File: src/rtl/demux_deser_if.sv
`default_nettype none
// ============================================================================
// Module  : demux_deser_if
// Purpose : Bundles the demux_deser input bit stream (en/sel/din) and the
//           word output port (dout/dout_ch/dout_valid/dout_ready/ovf).
// Ports   : master - the environment (drives bit stream and dout_ready)
//           slave  - the collector (drives the word, channel, valid and ovf)
// Rev     : 1.0  initial release
// ============================================================================
interface demux_deser_if #(
  parameter int unsigned WIDTH = 8
);
  logic             en;
  logic [1:0]       sel;
  logic [3:0]       din;
  logic [WIDTH-1:0] dout;
  logic [1:0]       dout_ch;
  logic             dout_valid;
  logic             dout_ready;
  logic [3:0]       ovf;

  modport master (
    output en, sel, din, dout_ready,
    input  dout, dout_ch, dout_valid, ovf
  );

  modport slave (
    input  en, sel, din, dout_ready,
    output dout, dout_ch, dout_valid, ovf
  );
endinterface
`default_nettype wire

File: src/rtl/demux_deser.sv
`default_nettype none
// ============================================================================
// Module  : demux_deser
// Purpose : Four-channel serial-to-parallel collector behind a 1-to-4 demux.
//           Each enabled cycle din[sel] is shifted into channel sel; every
//           WIDTH bits the word is parked in a per-channel holding register
//           and handed out through a round-robin valid/ready output stage.
// Ports   : clk        - clock, rising edge
//           rst_n      - synchronous active-low reset
//           bus.en/sel/din          - incoming bit stream
//           bus.dout/dout_ch/dout_valid/dout_ready - word output handshake
//           bus.ovf    - sticky per-channel overflow flags
// Config  : DEMUX_DESER_MSB_FIRST_EN defined -> first received bit lands in
//           dout[WIDTH-1]; undefined -> first received bit lands in dout[0].
// Rev     : 1.0  initial release
// ============================================================================
module demux_deser #(
  parameter int unsigned WIDTH = 8
) (
  input  logic          clk,
  input  logic          rst_n,
  demux_deser_if.slave  bus
);

  localparam int unsigned          c_CNT_W = (WIDTH > 2) ? $clog2(WIDTH) : 1;
  localparam logic [c_CNT_W-1:0]   c_LAST  = c_CNT_W'(WIDTH - 1);
  localparam logic [c_CNT_W-1:0]   c_ONE   = c_CNT_W'(1);

  logic [WIDTH-1:0]   r_shift [4];
  logic [WIDTH-1:0]   r_hold  [4];
  logic [c_CNT_W-1:0] r_cnt   [4];
  logic [3:0]         r_hold_full;
  logic [3:0]         r_ovf;
  logic [WIDTH-1:0]   r_dout;
  logic [1:0]         r_dout_ch;
  logic               r_dout_valid;
  logic [1:0]         r_rr;

  logic               w_bit;
  logic [WIDTH-1:0]   w_next_word;
  logic               w_done;
  logic               w_grant_vld;
  logic [1:0]         w_grant_ch;
  logic               w_load;

  assign w_bit = bus.din[bus.sel];

  // Shift direction decides where the first bit of a word ends up once
  // WIDTH bits have passed through the register.
`ifdef DEMUX_DESER_MSB_FIRST_EN
  assign w_next_word = {r_shift[bus.sel][WIDTH-2:0], w_bit};
`else
  assign w_next_word = {w_bit, r_shift[bus.sel][WIDTH-1:1]};
`endif

  assign w_done = bus.en && (r_cnt[bus.sel] == c_LAST);

  // Round-robin search starting at r_rr; first full holding register wins.
  always_comb begin
    w_grant_vld = 1'b0;
    w_grant_ch  = 2'd0;
    for (int i = 0; i < 4; i++) begin
      if (!w_grant_vld && r_hold_full[r_rr + 2'(i)]) begin
        w_grant_vld = 1'b1;
        w_grant_ch  = r_rr + 2'(i);
      end
    end
  end

  // Output register accepts a new word when empty or being consumed.
  assign w_load = w_grant_vld && (!r_dout_valid || bus.dout_ready);

  always_ff @(posedge clk) begin
    if (!rst_n) begin
      for (int ch = 0; ch < 4; ch++) begin
        r_shift[ch] <= '0;
        r_hold[ch]  <= '0;
        r_cnt[ch]   <= '0;
      end
      r_hold_full  <= 4'b0000;
      r_ovf        <= 4'b0000;
      r_dout       <= '0;
      r_dout_ch    <= 2'd0;
      r_dout_valid <= 1'b0;
      r_rr         <= 2'd0;
    end else begin
      // Drain first; a same-edge completion below may set the flag again.
      if (w_load) begin
        r_hold_full[w_grant_ch] <= 1'b0;
      end

      if (bus.en) begin
        r_shift[bus.sel] <= w_next_word;
        if (w_done) begin
          r_cnt[bus.sel] <= '0;
          if (!r_hold_full[bus.sel] || (w_load && (w_grant_ch == bus.sel))) begin
            r_hold[bus.sel]      <= w_next_word;
            r_hold_full[bus.sel] <= 1'b1;
          end else begin
            r_ovf[bus.sel] <= 1'b1;
          end
        end else begin
          r_cnt[bus.sel] <= r_cnt[bus.sel] + c_ONE;
        end
      end

      if (w_load) begin
        r_dout       <= r_hold[w_grant_ch];
        r_dout_ch    <= w_grant_ch;
        r_dout_valid <= 1'b1;
        r_rr         <= w_grant_ch + 2'd1;
      end else if (r_dout_valid && bus.dout_ready) begin
        r_dout_valid <= 1'b0;
      end
    end
  end

  assign bus.dout       = r_dout;
  assign bus.dout_ch    = r_dout_ch;
  assign bus.dout_valid = r_dout_valid;
  assign bus.ovf        = r_ovf;

endmodule
`default_nettype wire
File: src/flat_wrapper.sv
// flat-port wrapper written by rule: the top's interface ports become plain ports
module demux_deser_flat 
#(
  parameter int unsigned WIDTH = 8
)
  (clk, rst_n, bus_en, bus_sel, bus_din, bus_dout_ready, bus_dout, bus_dout_ch, bus_dout_valid, bus_ovf);
  demux_deser_if #(.WIDTH(WIDTH)) bus_i ();
  input  logic clk;
  input  logic rst_n;
  input wire logic [$bits(bus_i.en)-1:0] bus_en;
  input wire logic [$bits(bus_i.sel)-1:0] bus_sel;
  input wire logic [$bits(bus_i.din)-1:0] bus_din;
  input wire logic [$bits(bus_i.dout_ready)-1:0] bus_dout_ready;
  output wire logic [$bits(bus_i.dout)-1:0] bus_dout;
  output wire logic [$bits(bus_i.dout_ch)-1:0] bus_dout_ch;
  output wire logic [$bits(bus_i.dout_valid)-1:0] bus_dout_valid;
  output wire logic [$bits(bus_i.ovf)-1:0] bus_ovf;
  assign bus_i.en = bus_en;
  assign bus_i.sel = bus_sel;
  assign bus_i.din = bus_din;
  assign bus_i.dout_ready = bus_dout_ready;
  assign bus_dout = bus_i.dout;
  assign bus_dout_ch = bus_i.dout_ch;
  assign bus_dout_valid = bus_i.dout_valid;
  assign bus_ovf = bus_i.ovf;
  demux_deser #(.WIDTH(WIDTH)) u_core (.clk(clk), .rst_n(rst_n), .bus(bus_i));
endmodule
File: config.mk
export PLATFORM = sky130hd
export DESIGN_NAME = demux_deser_flat
export DESIGN_NICKNAME = d
export VERILOG_FILES = /design/src/rtl/demux_deser_if.sv /design/src/rtl/demux_deser.sv /design/src/flat_wrapper.sv
export SDC_FILE = /design/constraint.sdc
export NUM_CORES = 1
export LEC_CHECK = 0
export ABC_AREA = 1
export BUFFER_PORTS_ARGS = -buffer_cell sky130_fd_sc_hd__clkbuf_2
export CAP_MARGIN = 20
export CORE_ASPECT_RATIO = 0.5
export CORE_MARGIN = 10
export CORE_UTILIZATION = 45
export CTS_CLUSTER_DIAMETER = 150
export DETAILED_ROUTE_END_ITERATION = 10
export MAX_ROUTING_LAYER = met4
export PLACE_DENSITY_LB_ADDON = 0.15
export REMOVE_ABC_BUFFERS = 1
export SYNTH_ARGS = -nofsm -noshare
export SYNTH_HDL_FRONTEND = slang
export SYNTH_SLANG_ARGS = --single-unit
File: constraint.sdc
create_clock -name clk -period 2.03 [get_ports clk]
set_input_delay 0.1015 -clock clk [delete_from_list [all_inputs] [get_ports clk]]
set_output_delay 0.1015 -clock clk [all_outputs]
set_load 0.01 [all_outputs]
==> results.md <==
- Status: finished, violations left
- Violated checks: setup timing
- Number of synthesized register bits: 93
- Compound-Gate Fraction of Synth Area: 9.11%
- Total Neg Setup Slack: -2.90 ns
- Residual DRC: 0
- CP Class: reg2reg
- Pwr/cell area: 1240 nW/um^2
- Synth top area share: 48.3%
- Logic gate share of total power: 41.8%
- First-pass GRT wire length: 17.0 mm
- Max-Cap Viols: 0
- RSZ-0062 raised after global routing: true
- Total chip power: 7090 uW
- Share of layout cells above drive strength 1: 31.9%
- Hold Crit Class: in2reg
- Worst-Margin Slew: 0.587 ns
- Vias per std cell: 5.00
- Distinct cells, synth: 36
- Worst EP required: 2.09 ns
- Area grow syn2layout: 28.1%
- DIE WIDTH: 161 um
- FMAX: 471 MHz
- Count of input and output buffers: 24
- Clk_lat worst skew: 0.34 ns
- Core footprint: 9570 sq um
- FP Rows: 25
- Clk_skew: 0.00681 ns
- CP Capture Type: flop
- Die Footprint: 14600 sq um
- Largest net degree at the start of global routing: 25
- TritonCTS clock tree: done
- Antenna violations before repair: 0
- Dpl hpwl: 7.10 mm
- Sequential fraction of the synthesis area: 57.7%
- Clock Tree Buf Depth: 2
- Drt pass-1 iters: 5
- Clock-pin slew on the worst setup and hold paths: 0.06 ns
- Fillers: 823
- Initial DRC count: 312
- Slew Limit Fails: 0
- Die Height: 90.5 um
- Finished layout cell area: 5740 sq um
- Initial Utilization: 46.8%
- VDD IR max: 0.472 mV
- Post-Route WL: 10.2 mm
- Post-synthesis adder-cell area fraction: 1.68%
- Total track usage: 14.8%
- Cell internal pwr: 4620 uW
- WP data arrival: 2.18 ns
- Minimum clock period: 2.12 ns
- Num ports: 25
- Clock sink total: 93
- Mapped Area: 4480 sq um
- Startpoint types: flop
- Wire length per cell: 15.0 um
- Net Sw Frac: 34.9%
- Via count: 3403
- Top post-synthesis cells by area: edfxtp_1 (48%), dfxtp_1 (9.4%), nor2_1 (7.7%)
- GP Congestion: 0.829
- Cells after Synth: 457
- Period utilization: 105%
- Antenna viol nets, final: 0
- Largest family of logic cells by synthesized area: simple AND/OR/NAND/NOR gates
- Xor-xnor portion of the synthesized cell area: 0%
- CTS HTree Levels: 3
- Mux cell area share after synthesis: 0%
- Cell taking the most area after synthesis: edfxtp_1
- Number of hold buffers added after CTS: 0
- CP Max Fanout: 8
- Number of global-route vias before repair: 3303
- Clock buffer count from CTS: 9
- Clk pwr share: 25.9%
- Yosys warns: 0
- Root Buffer: clkbuf_16
- DP Area: 5220 sq um
- Final Hold Vio Count: 0
- Total net switching power: 2480 uW
- Simple-gate share of the synthesized area: 24.9%
- Final-report setup violation count: 46
- Hold_ws: 0.178 ns
- GRT overflow: 0
- Antenna cells: 0
- Final Net Count: 557
- Part of the power in registers: 32.3%
- Syn Area/Cell: 9.80 sq um
- Final WS setup: -0.0950 ns
- Slew headroom: 60.9%
- Leak: 0.00252 uW
-- power groups by stage --
stage	Combinational (uW)	Clock, uW	Sequential (uW)
finish	2960	1840	2290
floorplan	1530	0	2380
CTS	2790	1870	2290
global route	3260	1950	2310
global placement	2670	0	2320
detailed placement	2670	0	2330
-- synth_stat cells (all sizes together) --
master / number
a21oi: 7
o221ai: 1
nand3: 24
ha: 6
o22ai: 2
inv: 54
nand4: 8
a221oi: 8
o211ai: 9
or2: 8
clkbuf: 8
buf: 10
nand2: 85
o21ai: 19
a22o: 8
nor2: 94
a211oi: 1
nand3b: 1
a22oi: 5
dfxtp: 21
nor3: 6
edfxtp: 72
-- area by class of cell --
cell class                      instances  area (sq um)  area share (%)
Clock buffer                           13           292            5.08
Clock inverter                          3          47.5           0.829
Inverter                               54           210            3.66
Multi-Input combinational cell        292          1720            30.0
Sequential cell                        93          2580            45.0
Tap cell                              135           169            2.95
Timing Repair Buffer                   90           704            12.3
Timing Repair inverter                  1          8.76           0.153
-- metal layers --
| metal | vias to the layer above | global-route usage [%] | part of all wire (%) | routed length, um |
|---|---|---|---|---|
| met5 | - | - | 0 | 0 |
| met4 | 0 | 4.59 | 1.2 | 122 |
| met3 | 11 | 4.14 | 5.6 | 575 |
| met2 | 89 | 21.2 | 45 | 4580 |
| met1 | 1593 | 19.8 | 48 | 4960 |
| li1 | 1710 | - | - | - |
-- final timing paths --
| kind | end | startpoint | slack (ns) | depth (start not counted) |
|---|---|---|---|---|
| max | u_core.r_hold[1][6] | u_core.r_rr[0] | -0.09 | 15 |
| min | u_core.bus.dout_valid | bus_dout_ready | 0.18 | 4 |
| min reg2reg | u_core.bus.ovf[1] | u_core.bus.ovf[1] | 0.45 | 2 |
| max reg2reg | u_core.r_hold[1][6] | u_core.r_rr[0] | -0.09 | 15 |
-- worst max-delay path, stage by stage, from the launching register on --
cell and delay [ns]:
dfxtp_2 0.36, buf_6 0.14, inv_8 0.04, nand2_4 0.07
nand2_8 0.07, o21ai_2 0.18, nand3b_4 0.18, nand2_4 0.05
inv_2 0.05, nand2_1 0.05, nor2_2 0.12, nand2_4 0.08
nand2_8 0.08, nand4_4 0.09, nand2_2 0.11, buf_12 0.13
-- cell usage in the layout, fill, tap and decap left out, drive strengths merged --
| cell | netlist | routed |
|---|---|---|
| a21oi | 7 | 7 |
| a221oi | 8 | 8 |
| nand4 | 8 | 8 |
| nand3 | 24 | 24 |
| nor3 | 6 | 6 |
| inv | 54 | 56 |
| a22o | 8 | 8 |
| buf | 10 | 66 |
| a211oi | 1 | 1 |
| nor2 | 94 | 94 |
| a22oi | 5 | 5 |
| o22ai | 2 | 2 |
| or2 | 8 | 8 |
| clkinv | 0 | 1 |
| o221ai | 1 | 1 |
| o211ai | 9 | 9 |
| bufinv | 0 | 1 |
| ha | 6 | 6 |
| edfxtp | 72 | 72 |
| dfxtp | 21 | 21 |
| nand3b | 1 | 1 |
| clkbuf | 8 | 37 |
| nand2 | 85 | 85 |
| o21ai | 19 | 19 |
-- cell families (layout without fill, tap and decap cells) --
family	count (synthesis)	count (layout)
and+or+nand+nor	226	226
DFF	93	93
buffers and inverters	72	161
AOI/OAI and AO/OA	60	60
adders and majority gates	6	6
-- metrics by stage --
step           setup WS, ns  util [%]  cells
2_1_floorplan        -0.447         -    439
3_3_place_gp         -0.123      54.5    662
3_5_place_dp         -0.170      54.5    662
4_1_cts             -0.0554      59.0    681
5_1_grt              -0.228      59.9    681
6_report            -0.0950      59.9    681
-- flip-flops by register name (all words and copies together), names as in the netlist --
signal                 flops
u_core.bus.ovf             4
u_core.r_shift            28
u_core.bus.dout_ch         2
u_core.bus.dout_valid      1
u_core.bus.dout            8
u_core.r_rr                2
u_core.r_cnt              12
u_core.r_hold_full         4
u_core.r_hold             32
-- what timing repair did --
action,in CTS,in global routing
setup buffers,2,0
endpoints found under the setup margin,75,81
gates resized for setup,20,24
pin swaps,10,12
cloned,1,0
Power figures use the tool's default switching activity.
